File: config.mk
export PLATFORM = sky130hd
export DESIGN_NAME = arbiter_rr_n_pkt
export DESIGN_NICKNAME = d
export VERILOG_FILES = /design/src/rtl/arbiter_rr_n_pkt.sv
export SDC_FILE = /design/constraint.sdc
export NUM_CORES = 1
export LEC_CHECK = 0
export ABC_AREA = 0
export BUFFER_PORTS_ARGS = -buffer_cell sky130_fd_sc_hd__buf_2
export CORE_ASPECT_RATIO = 1.75
export CORE_UTILIZATION = 33
export DETAILED_ROUTE_END_ITERATION = 8
export PLACE_DENSITY = 0.67
export SKIP_LAST_GASP = 1
export SLEW_MARGIN = 20
export SYNTH_ARGS = -nofsm -noshare
export SYNTH_HDL_FRONTEND = slang
export SYNTH_SLANG_ARGS = --single-unit
File: constraint.sdc
create_clock -name clk -period 2.32 [get_ports clk]
set_input_delay 0.464 -clock clk [delete_from_list [all_inputs] [get_ports clk]]
set_output_delay 0.464 -clock clk [all_outputs]
set_load 0.02 [all_outputs]
File: src/rtl/arbiter_rr_n_pkt.sv
// arbiter_rr_n_pkt: N-way round-robin merge into one registered output slot.
// Packet grant locking is compiled in when ARBITER_RR_N_PKT_LOCK_EN is defined.
module arbiter_rr_n_pkt #(
  parameter int N      = 4,
  parameter int DWIDTH = 16,
  parameter int IDW    = $clog2(N)
) (
  input  logic              clk,
  input  logic              reset,
  input  logic [N-1:0]      in_valid,
  input  logic [DWIDTH-1:0] in_data [N],
  input  logic [N-1:0]      in_last,
  output logic [N-1:0]      in_ready,
  output logic              out_valid,
  output logic [DWIDTH-1:0] out_data,
  output logic              out_last,
  output logic [IDW-1:0]    out_id,
  input  logic              out_ready
);

  logic [IDW-1:0] ptr;
  logic [IDW-1:0] gnt_idx;
  logic [IDW-1:0] next_ptr;
  logic           gnt_vld;
  logic           load;
  logic           xfer;

`ifdef ARBITER_RR_N_PKT_LOCK_EN
  logic           locked;
  logic [IDW-1:0] lock_id;
`endif

  assign load = !out_valid || out_ready;
  assign xfer = load && gnt_vld && reset;

  // Walk the rotated order backwards so the channel closest to ptr wins.
  always_comb begin
    logic [IDW-1:0] c;
    gnt_vld = 1'b0;
    gnt_idx = '0;
    c       = '0;
    for (int k = N - 1; k >= 0; k--) begin
      c = IDW'((int'(ptr) + k) % N);
      if (in_valid[c]) begin
        gnt_vld = 1'b1;
        gnt_idx = c;
      end
    end
`ifdef ARBITER_RR_N_PKT_LOCK_EN
    if (locked) begin
      gnt_vld = in_valid[lock_id];
      gnt_idx = lock_id;
    end
`endif
  end

  assign next_ptr = (gnt_idx == IDW'(N - 1)) ? '0 : gnt_idx + 1'b1;

  for (genvar i = 0; i < N; i++) begin : g_rdy
    assign in_ready[i] = xfer && (gnt_idx == IDW'(i));
  end

  always_ff @(posedge clk or negedge reset) begin
    if (!reset) begin
      out_valid <= 1'b0;
      out_data  <= '0;
      out_last  <= 1'b0;
      out_id    <= '0;
      ptr       <= '0;
`ifdef ARBITER_RR_N_PKT_LOCK_EN
      locked    <= 1'b0;
      lock_id   <= '0;
`endif
    end else if (load) begin
      out_valid <= gnt_vld;
      if (gnt_vld) begin
        out_data <= in_data[gnt_idx];
        out_last <= in_last[gnt_idx];
        out_id   <= gnt_idx;
`ifdef ARBITER_RR_N_PKT_LOCK_EN
        // Mid-packet beats pin the grant; the last beat releases and rotates.
        locked <= !in_last[gnt_idx];
        if (!in_last[gnt_idx]) lock_id <= gnt_idx;
        else                   ptr     <= next_ptr;
`else
        ptr <= next_ptr;
`endif
      end
    end
  end

endmodule

# Word-level counts from Yosys, hierarchy flattened
# Cells that the tools add are included.
# op_classes
add_sub_neg	4
order_cmp	6
eq_ne	3
mux	22
n_bitwise	1
n_reduce_logical	10
# op_table
cell	count
binary-select mux 16 bit (select 2 bit)	1
2-to-1 mux 16 bit	2
less-than comparator 2 x 3 -> 1 bit (second input constant)	5
binary-select mux 1 bit (select 2 bit)	5
2-to-1 mux 2 bit	5
2-to-1 mux 1 bit	9
logical AND 1 bit	6
adder 2 x 1 -> 2 bit (second input constant)	2
adder 2 bit (second input constant)	2
equality test 2 bit (second input constant)	2
greater-or-equal comparator 3 bit (second input constant)	1
NOT 2 -> 3 bit	1
equality test 2 x 1 -> 1 bit (second input constant)	1
logical NOT 2 bit	1
AND reduction 2 bit	1
logical NOT 1 bit	1
logical OR 1 bit	1
# word_totals
regBits	22
in_bits	75
output_inout_bits	24
wordCells	51

# Longest topological paths before layout
# Gate-level depths: netlist (run 1).
# logic_depth
ltp_word	11
depth_mapped	7

# Worst setup path before layout (run 1)
# Ideal clock, no wire load.
# synth_timing
path_type	flip-flop to output port
from	register ptr[1]
to	output port in_ready[0]
arrival_time_ps	1589
required_ps	1856
setup_slack_ps	267
path_stages_with_launch	7
n_path_buf	1
cell_sequence	dfrtp_1 -> nand2b_1 -> a21o_1 -> nand2_2 -> buf_2 -> nand3_1 -> nor2b_1
# synth_between
elab_chain_len	10
# synth_rtl
item	line	source
from (decl)	21	logic [IDW-1:0] ptr;
from (signal assigned)	86	ptr <= next_ptr;
adder 2 bit	43	c = IDW'((int'(ptr) + k) % N);
binary-select mux 1 bit (select 2 bit)	44	if (in_valid[c]) begin
2-to-1 mux 1 bit (implied by the code)	44	
2-to-1 mux 1 bit (4 in series)	44	
logical AND 1 bit (2 in series)	34	assign xfer = load && gnt_vld && reset;
logical AND 1 bit *	60	assign in_ready[i] = xfer && (gnt_idx == IDW'(i));
to (decl)	13	output logic [N-1:0] in_ready,
# Mark *: on every way between the ends. The rest lies on a longest branch, timed or not. The select of a mux whose other input is x is not followed.

# Worst setup path after layout (run 1)
# layout_timing
from	register ptr[1]
to	output port in_ready[1]
# The elaborated chain is that of the path after synthesis.

==> impl.org, run 1 <==
** Run status
- Outcome :: finished clean

** Synth
- The mapped netlist covers 0.00172 mm2.
- A synthesized cell averages 10.9 um2.
- Number of synthesized flops with an enable pin :: 0
- Portion of synthesized cell area occupied by the leading cell type :: 32.1%
- The most used flip-flop cell after synthesis is sky130_fd_sc_hd__dfrtp_1.
- Net count of the mapped netlist :: 232
- After synthesis, flip-flops and latches occupy 32.1% of the total area.
- The Yosys step of the flow raised 0 warnings.
- sky130_fd_sc_hd__dfrtp_1 takes more of the synthesized area than any other cell.
- Asr flop ratio synth :: 100%
- Counting flops and latches in the post-synthesis netlist gives 22.
- Synth unique cells :: 32
- Cells after synthesis :: 157
- Ranking of synthesized cells by area :: sky130_fd_sc_hd__dfrtp_1 (32%), sky130_fd_sc_hd__a2111oi_4 (16%), sky130_fd_sc_hd__mux2i_1 (11%)

** Drt
- Initial DRT Pass Iterations :: 4
- Drt initial violations :: 25
- Count of vias placed by the detailed router :: 1,643
- After detailed routing, the total wire length is 4.84 mm.
- Using the TritonRoute via totals, the vias-per-cell ratio works out to 5.33.
- The detail route stage leaves a number of antenna-violating nets equal to 0.
- Average detailed-routed wire length per instance :: 15.7 um
- After detailed routing, the number of remaining DRC violations is 0.

** Timing
- After layout, the minimum clock period comes to 2.17 ns.
- RSZ-0062 raised after global routing :: no
- Setup violations remaining at the end of the flow were counted as 0.
- Slew @ Worst Pin :: 0.899 ns
- Across the routed clock network, the largest skew measured is 0.00180 ns.
- For this run, the top clock speed supported by timing is 460 MHz.
- The final-report max-slew violation count was 0.
- After layout, the worst path uses 93.7% of the clock period.
- Final hold violation count :: 0
- Max-slew headroom :: 40.0%

** GRT
- The number of antenna violations at the first check in global routing was 0.
- The total overflow left after global routing is 0.
- All-Layer GR Usage :: 17.5%
- The number of global-route vias before repair was 1,649.
- Global-route wire length before repair :: 7.66 mm
- Maximum number of pins on one net before global-route repair :: 24

** Clock tree
- CTS built an H-tree with a depth of 1.
- The number of clock buffers added by TritonCTS is 3.
- Skew-Pair Late Insertion Delay :: 0.26 ns
- Max Root-Sink Buffers :: 2
- TritonCTS built the clock tree.
- After clock tree synthesis, the flow added hold-fix buffers numbering 0.
- The tree is rooted in a sky130_fd_sc_hd__clkbuf_8.
- After clock tree synthesis, the clock-pin slew on the worst setup and hold paths is 0.08 ns.
- Clock tree synthesis found a total of 22 sinks.

** Critical path
- Launch point of the worst reg-to-reg path :: ptr[0]
- Worst reg2reg path endpoint :: out_data[10]
- Worst Path Max Fanout :: 19
- Worst-case reg-to-reg path depth :: 5
- Tracing the worst setup path back leads to its startpoint at ptr[1].
- STA puts the critical path data required time at 1.86 ns.
- For flop-to-flop paths, the worst setup slack is 0.22 ns.
- The worst setup path is captured at a primary output.
- The worst setup path is launched from a register.
- The critical path is of the register to primary output type.
- Crit path DAT :: 1.71 ns

** Power
- Dividing total power by cell area gives a power density of 854 mW/mm2.
- Reported leakage power :: 0.00108 uW
- The design draws 1990 uW.
- Peak supply drop :: 0.565 mV

** Place
- Dpl cells :: 305
- GP Congestion :: 0.860
- Detailed placement ended at an HPWL of 3.77 mm.
- In this run the tool buffered the top-level ports with 98 buffer cells.

** Layout
- Non-filler instance count after layout :: 308
- Post-layout nets :: 331
- Antenna diode instance count :: 0
- Synth-to-Final Area Change :: 35.4%
- Core occupancy in the finished layout :: 46.7%
- Number of filler cells placed in the layout :: 477
- Layout cell share with drive strength beyond 1 :: 53.9%

** Floorplan
- Number of primary I/O pins :: 99
- The die covers 0.00550 mm2.
- Row Count :: 34
- X dimension of the die :: 56.5 um
- Core Area :: 0.00498 mm2
- Die boundary height :: 97.4 um
- Initial core utilization :: 34.5%

** Run
- Max capacitance violation total :: 0

** Min path
- The path class of the tightest hold or removal check is input port to asynchronous set/reset pin.
## flip-flops by register name, indices dropped and copies added (netlist names)
name       cells
out_id         2
out_last       1
ptr            2
out_data      16
out_valid      1
## worst max-delay path: stages, from the launching register on
cell	delay [ns]
sky130_fd_sc_hd__dfrtp_2	0.43
sky130_fd_sc_hd__nand2b_1	0.12
sky130_fd_sc_hd__a21o_1	0.16
sky130_fd_sc_hd__buf_4	0.24
sky130_fd_sc_hd__nand4_1	0.14
sky130_fd_sc_hd__nor2b_1	0.17
sky130_fd_sc_hd__buf_2	0.19
## routing by layer
| layer | vias to the layer above | track usage (%) | wire, um |
|---|---|---|---|
| met4 | 0 | 5.44 | 61 |
| met3 | 4 | 1.60 | 187 |
| met5 | - | 0 | 0 |
| met2 | 55 | 33.7 | 2720 |
| met1 | 788 | 19.5 | 1870 |
| li1 | 796 | - | - |
## metrics by stage
step	hold slack (ns)	setup slack, ns	instance area [um2]	TNS, ns
finish	0.0640	0.146	2320	0
global route	0.0669	0.00821	2320	0
CTS	0.0661	0.0765	2320	0
detailed placement	0.353	-0.0135	2280	-0.0135
global placement	0.349	0.106	2280	0
floorplan	0.168	0.267	1720	0
## synthesized netlist by cell type, types with 2 or more instances
cell	instances
sky130_fd_sc_hd__nor2_1	21
sky130_fd_sc_hd__buf_2	5
sky130_fd_sc_hd__a2111oi_4	10
sky130_fd_sc_hd__o21ai_0	3
sky130_fd_sc_hd__clkbuf_1	2
sky130_fd_sc_hd__dfrtp_1	22
sky130_fd_sc_hd__a2111oi_0	7
sky130_fd_sc_hd__a211oi_1	7
sky130_fd_sc_hd__buf_4	4
sky130_fd_sc_hd__nor2b_1	2
sky130_fd_sc_hd__a21o_1	2
sky130_fd_sc_hd__inv_1	2
sky130_fd_sc_hd__and3_1	17
sky130_fd_sc_hd__nand2_1	7
sky130_fd_sc_hd__mux2i_1	18
sky130_fd_sc_hd__a211oi_2	10
sky130_fd_sc_hd__buf_6	3
## placed cells by master, fill, tap and decap left out, types with 2 or more instances in the layout
cell / count
sky130_fd_sc_hd__mux2i_1: 18
sky130_fd_sc_hd__nand2_1: 7
sky130_fd_sc_hd__a2111oi_4: 10
sky130_fd_sc_hd__a2111oi_0: 7
sky130_fd_sc_hd__inv_1: 2
sky130_fd_sc_hd__buf_12: 2
sky130_fd_sc_hd__a211oi_2: 10
sky130_fd_sc_hd__a21o_1: 2
sky130_fd_sc_hd__clkbuf_8: 3
sky130_fd_sc_hd__buf_4: 9
sky130_fd_sc_hd__buf_2: 98
sky130_fd_sc_hd__dfrtp_1: 21
sky130_fd_sc_hd__a211oi_1: 7
sky130_fd_sc_hd__o21ai_0: 3
sky130_fd_sc_hd__nor2b_1: 2
sky130_fd_sc_hd__and3_1: 17
sky130_fd_sc_hd__nor2_1: 21
## layout make-up
cell class | count | area (um2) | share of cell area (%)
multi-input cells | 118 | 1060 | 45.5
repair buffers | 109 | 598 | 25.7
flip-flops and latches | 22 | 552 | 23.7
well taps | 54 | 67.6 | 2.91
clock buffers | 3 | 41.3 | 1.78
inverters | 2 | 7.51 | 0.323
## how the worst max path moves through the flow
stage                    to  slack (ns)  cells past startpoint
5_1_grt        out_data[10]       0.008                      6
3_3_place_gp    out_data[0]        0.11                      6
3_5_place_dp   out_data[10]       -0.01                      6
4_1_cts         in_ready[1]        0.08                      6
2_1_floorplan   in_ready[0]        0.27                      6
6_report        in_ready[1]        0.15                      6
## report_power, final
| group | switching (uW) | internal, uW | total, uW | leakage (uW) |
|---|---|---|---|---|
| Clock | 126 | 116 | 241 | 0.0000216 |
| Combinational | 666 | 460 | 1130 | 0.000813 |
| Sequential | 96.3 | 521 | 617 | 0.000244 |
| Total | 888 | 1100 | 1990 | 0.00108 |
## cell families after synthesis
| family | after synthesis | synth area share (%) |
|---|---|---|
| multiplexers | 18 | 10.5 |
| buffers and inverters | 17 | 6.49 |
| flip-flops | 22 | 32.1 |
| AO/OA/AOI/OAI | 45 | 34.4 |
| XOR/XNOR | 1 | 0.511 |
| AND/OR/NAND/NOR | 54 | 16.0 |
## what timing repair did
action,in CTS,in global routing
buffers inserted,0,0
setup endpoints to repair,0,2
endpoints found under the hold margin,0,0
resized for setup,0,1
Power figures use the tool's default switching activity.
==> inputs of run 2 (changes only) <==
--- a/config.mk
+++ b/config.mk
@@ -11,6 +11,7 @@
 export CORE_UTILIZATION = 33
 export DETAILED_ROUTE_END_ITERATION = 8
 export PLACE_DENSITY = 0.67
+export REMOVE_ABC_BUFFERS = 1
 export SKIP_LAST_GASP = 1
 export SLEW_MARGIN = 20
 export SYNTH_ARGS = -nofsm -noshare
==> impl.org, run 2 (same netlist as run 1, synthesis figures left out) <==
** Timing
- Slew @ Worst Pin :: 0.862 ns (-0.0368 ns)
- Final setup violation count :: 0 (unchanged)
- Peak Freq :: 467 MHz (+1.5%)
- Final hold violation count :: 0 (unchanged)
- Slew Limit Fails :: 0 (unchanged)
- Final setup skew :: 0.00181 ns (+0.00000899 ns)
- The share of the clock period used by the worst path after layout was 92.3% (-1.4 points).
- The worst max-slew margin expressed relative to the limit is 42.5% (+2.5 points).
- RSZ-0062 raised after global routing :: no
- Final period demand of the worst path :: 2.14 ns (-0.0328 ns)

** Critical path
- The largest stage delay on the critical path came to 0.45 ns (+0.02 ns).
- The register-to-register setup slack is 0.41 ns (+0.19 ns).
- The data arrival time at the worst-slack endpoint is 1.68 ns (-0.03 ns).
- Combined buffer and inverter count along the critical path :: 2 (unchanged)
- Instance count on the critical path :: 6 (unchanged)
- The data required time of the critical path was 1.86 ns (about the same).
- Crit path cell chain :: nand3b_1 -> o21ai_1 -> a211o_1 -> buf_4 -> nor2b_1 -> buf_2
- Crit-path leading delay family :: flip-flops
- Endpoint class of the critical path :: primary output
- Worst-case reg-to-reg path depth :: 5 (unchanged)
- Worst Path Max Fanout :: 6 (-13)
- STA classifies the critical path startpoint as a register.
- Worst reg2reg path endpoint :: out_data[14]
- Critical-path cell with the highest stage delay :: sky130_fd_sc_hd__dfrtp_1
- The setup path with the least slack is of type register to primary output.
- The startpoint identified for the worst register-to-register timing path is ptr[0].

** Place
- GP Congestion :: 0.778 (-9.5%)
- The quantity of I/O buffers inserted on ports is 98 (unchanged).
- Detailed placer's ending HPWL :: 3.70 mm (-2.0%)

** GRT
- The number of antenna violations at the first check in global routing is 0 (unchanged).
- Met1 demand-to-capacity share in global routing :: 20.5% (+0.99 points)
- Most Used Layer, Global Route :: met2
- The global-route wire length before repair was 8.00 mm (+4.4%).
- The largest net degree at the start of global routing was 25 (+4.2%).
- The total global routing overflow was 0 (unchanged).
- Number of global-route vias before repair :: 1,700 (+3.1%)
- The global-route usage over all layers was 18.3% (+0.78 points).
- Met3 Track Usage GR :: 1.46% (-0.13 points)
- M2 GR Usage :: 35.1% (+1.4 points)

** Floorplan
- The die width was 56.5 um (unchanged).
- The core region area is 0.00498 mm2 (unchanged).
- The I/O pin total was 99 (unchanged).
- The number of core rows came to 34 (unchanged).
- Initial core utilization :: 34.5% (unchanged)
- The vertical extent of the die is 97.4 um (unchanged).
- Die area :: 0.00550 mm2 (unchanged)

** Drt
- The total detailed-routing wirelength came to 4.87 mm (+0.70%).
- The total via count in the routed design is 1,619 (-1.5%).
- DRC Markers :: 0 (unchanged)
- The post-route antenna net violation count is 0 (unchanged).
- The first-pass detailed-route iteration total is 4 (unchanged).
- The via density per instance was 5.21 (-2.4%).
- Average detailed-routed wire length per instance :: 15.7 um (-0.27%)
- The detailed router's first-iteration violation count is 35 (+40%).

** Clock tree
- In this run the clock root is driven by a sky130_fd_sc_hd__clkbuf_8.
- The H-tree level count came to 1 (unchanged).
- Clock tree from TritonCTS :: built
- The source-to-sink clock delay at the later pin of the worst-skew pair is 0.26 ns (about the same).
- The total clock sinks came to 22 (unchanged).
- Max Root-Sink Buffers :: 2 (unchanged)
- The total clock buffers created by CTS was 3 (unchanged).
- The clock-pin transition on the worst setup and hold timing paths came to 0.08 ns (about the same).

** Run
- The max-capacitance violation count came to 0 (unchanged).

** Power
- Switching Share :: 44.0% (-0.79 points)
- The internal cell power is 1160 uW (+5.4%).
- The total power consumption of the routed design came to 2060 uW (+3.9%).
- The portion of total power attributed to the clock network is 13.4% (+1.2 points).
- The switching power was 907 uW (+2.1%).
- The cell leakage power came to 0.00110 uW (+1.8%).
- The sequential share of power is 29.7% (-1.4 points).
- PwrDens :: 875 mW/mm2 (+2.3%)
- Combinational share of power :: 56.8% (about the same)
- Peak supply drop :: 0.468 mV (-17%)

** Layout
- Largest registers :: out_data (16), out_id (2), ptr (2)
- Layout cell share with drive strength beyond 1 :: 54.5% (+0.54 points)
- Synth-to-Final Area Change :: 37.6%
- Register with the most flip-flops :: out_data
- The flip-flop count of the largest register, all copies and words added is 16 (unchanged).
- Antenna diode instance count :: 0 (unchanged)
- The share of the core filled with cells in the final layout is 47.4% (+0.73 points).
- Most common cell after layout, fill and taps aside :: sky130_fd_sc_hd__buf_2
- Most used cells in the layout excluding fill and tap cells :: sky130_fd_sc_hd__buf_2 (98), sky130_fd_sc_hd__nor2_1 (21), sky130_fd_sc_hd__dfrtp_1 (21)
- The final-stage net count came to 333 (+0.60%).

** Run status
- Outcome :: finished clean

** Min path
- The tightest min-delay check is of the input port to asynchronous set/reset pin type.
## run 2: cell count changes in the layout (fill, tap and decap cells not counted)
cell / delta
sky130_fd_sc_hd__clkbuf_8: +1
sky130_fd_sc_hd__buf_6: +2
## run 2: cell type report
type	count	area, um2
clock buffers	4	55.1
flip-flops and latches	22	552
fillers	504	2620
well taps	54	67.6
repair buffers	111	621
inverters	2	7.51
multi-input cells	118	1060
## run 2: how the worst max path moves through the flow
| stage | startpoint | endpoint |
|---|---|---|
| final | ptr[0] | in_ready[0] |
| after global routing | ptr[1] | in_ready[1] |
| after CTS | ptr[1] | in_ready[1] |
| after detailed placement | in_valid[3] | out_data[14] |
| after global placement | in_valid[3] | out_data[12] |
| after floorplan | ptr[1] | in_ready[0] |
## run 2: power groups by stage
| stage | registers [uW] | clock network [uW] | logic (uW) |
|---|---|---|---|
| after floorplan | 762 | 0 | 581 |
| after global placement | 620 | 0 | 1140 |
| after detailed placement | 621 | 0 | 1160 |
| after CTS | 613 | 286 | 1160 |
| after global routing | 634 | 302 | 1260 |
| final | 614 | 277 | 1170 |
## run 2: timing repair
action	4_1_cts	5_1_grt
endpoints found under the setup margin	0	2
setup buffers	0	2
hold buffers	0	0
gates resized for setup	0	3
## run 2: per-stage QoR
stage | hold WS [ns] | instances | TNS (ns) | area [um2] | setup WS [ns]
CTS | 0.0465 | 309 | 0 | 2340 | 0.0249
global route | 0.0489 | 311 | 0 | 2360 | 0.0545
global placement | 0.333 | 305 | 0 | 2280 | 0.226
detailed placement | 0.338 | 305 | 0 | 2280 | 0.148
floorplan | 0.168 | 142 | -2.26 | 1610 | -0.315
finish | 0.0495 | 311 | 0 | 2360 | 0.178
## run 2: per-layer routing
metal,share of wire (%),up-vias
li1,-,800
met1,38,764
met2,56,51
met3,4.0,4
met4,1.6,0
met5,0,-
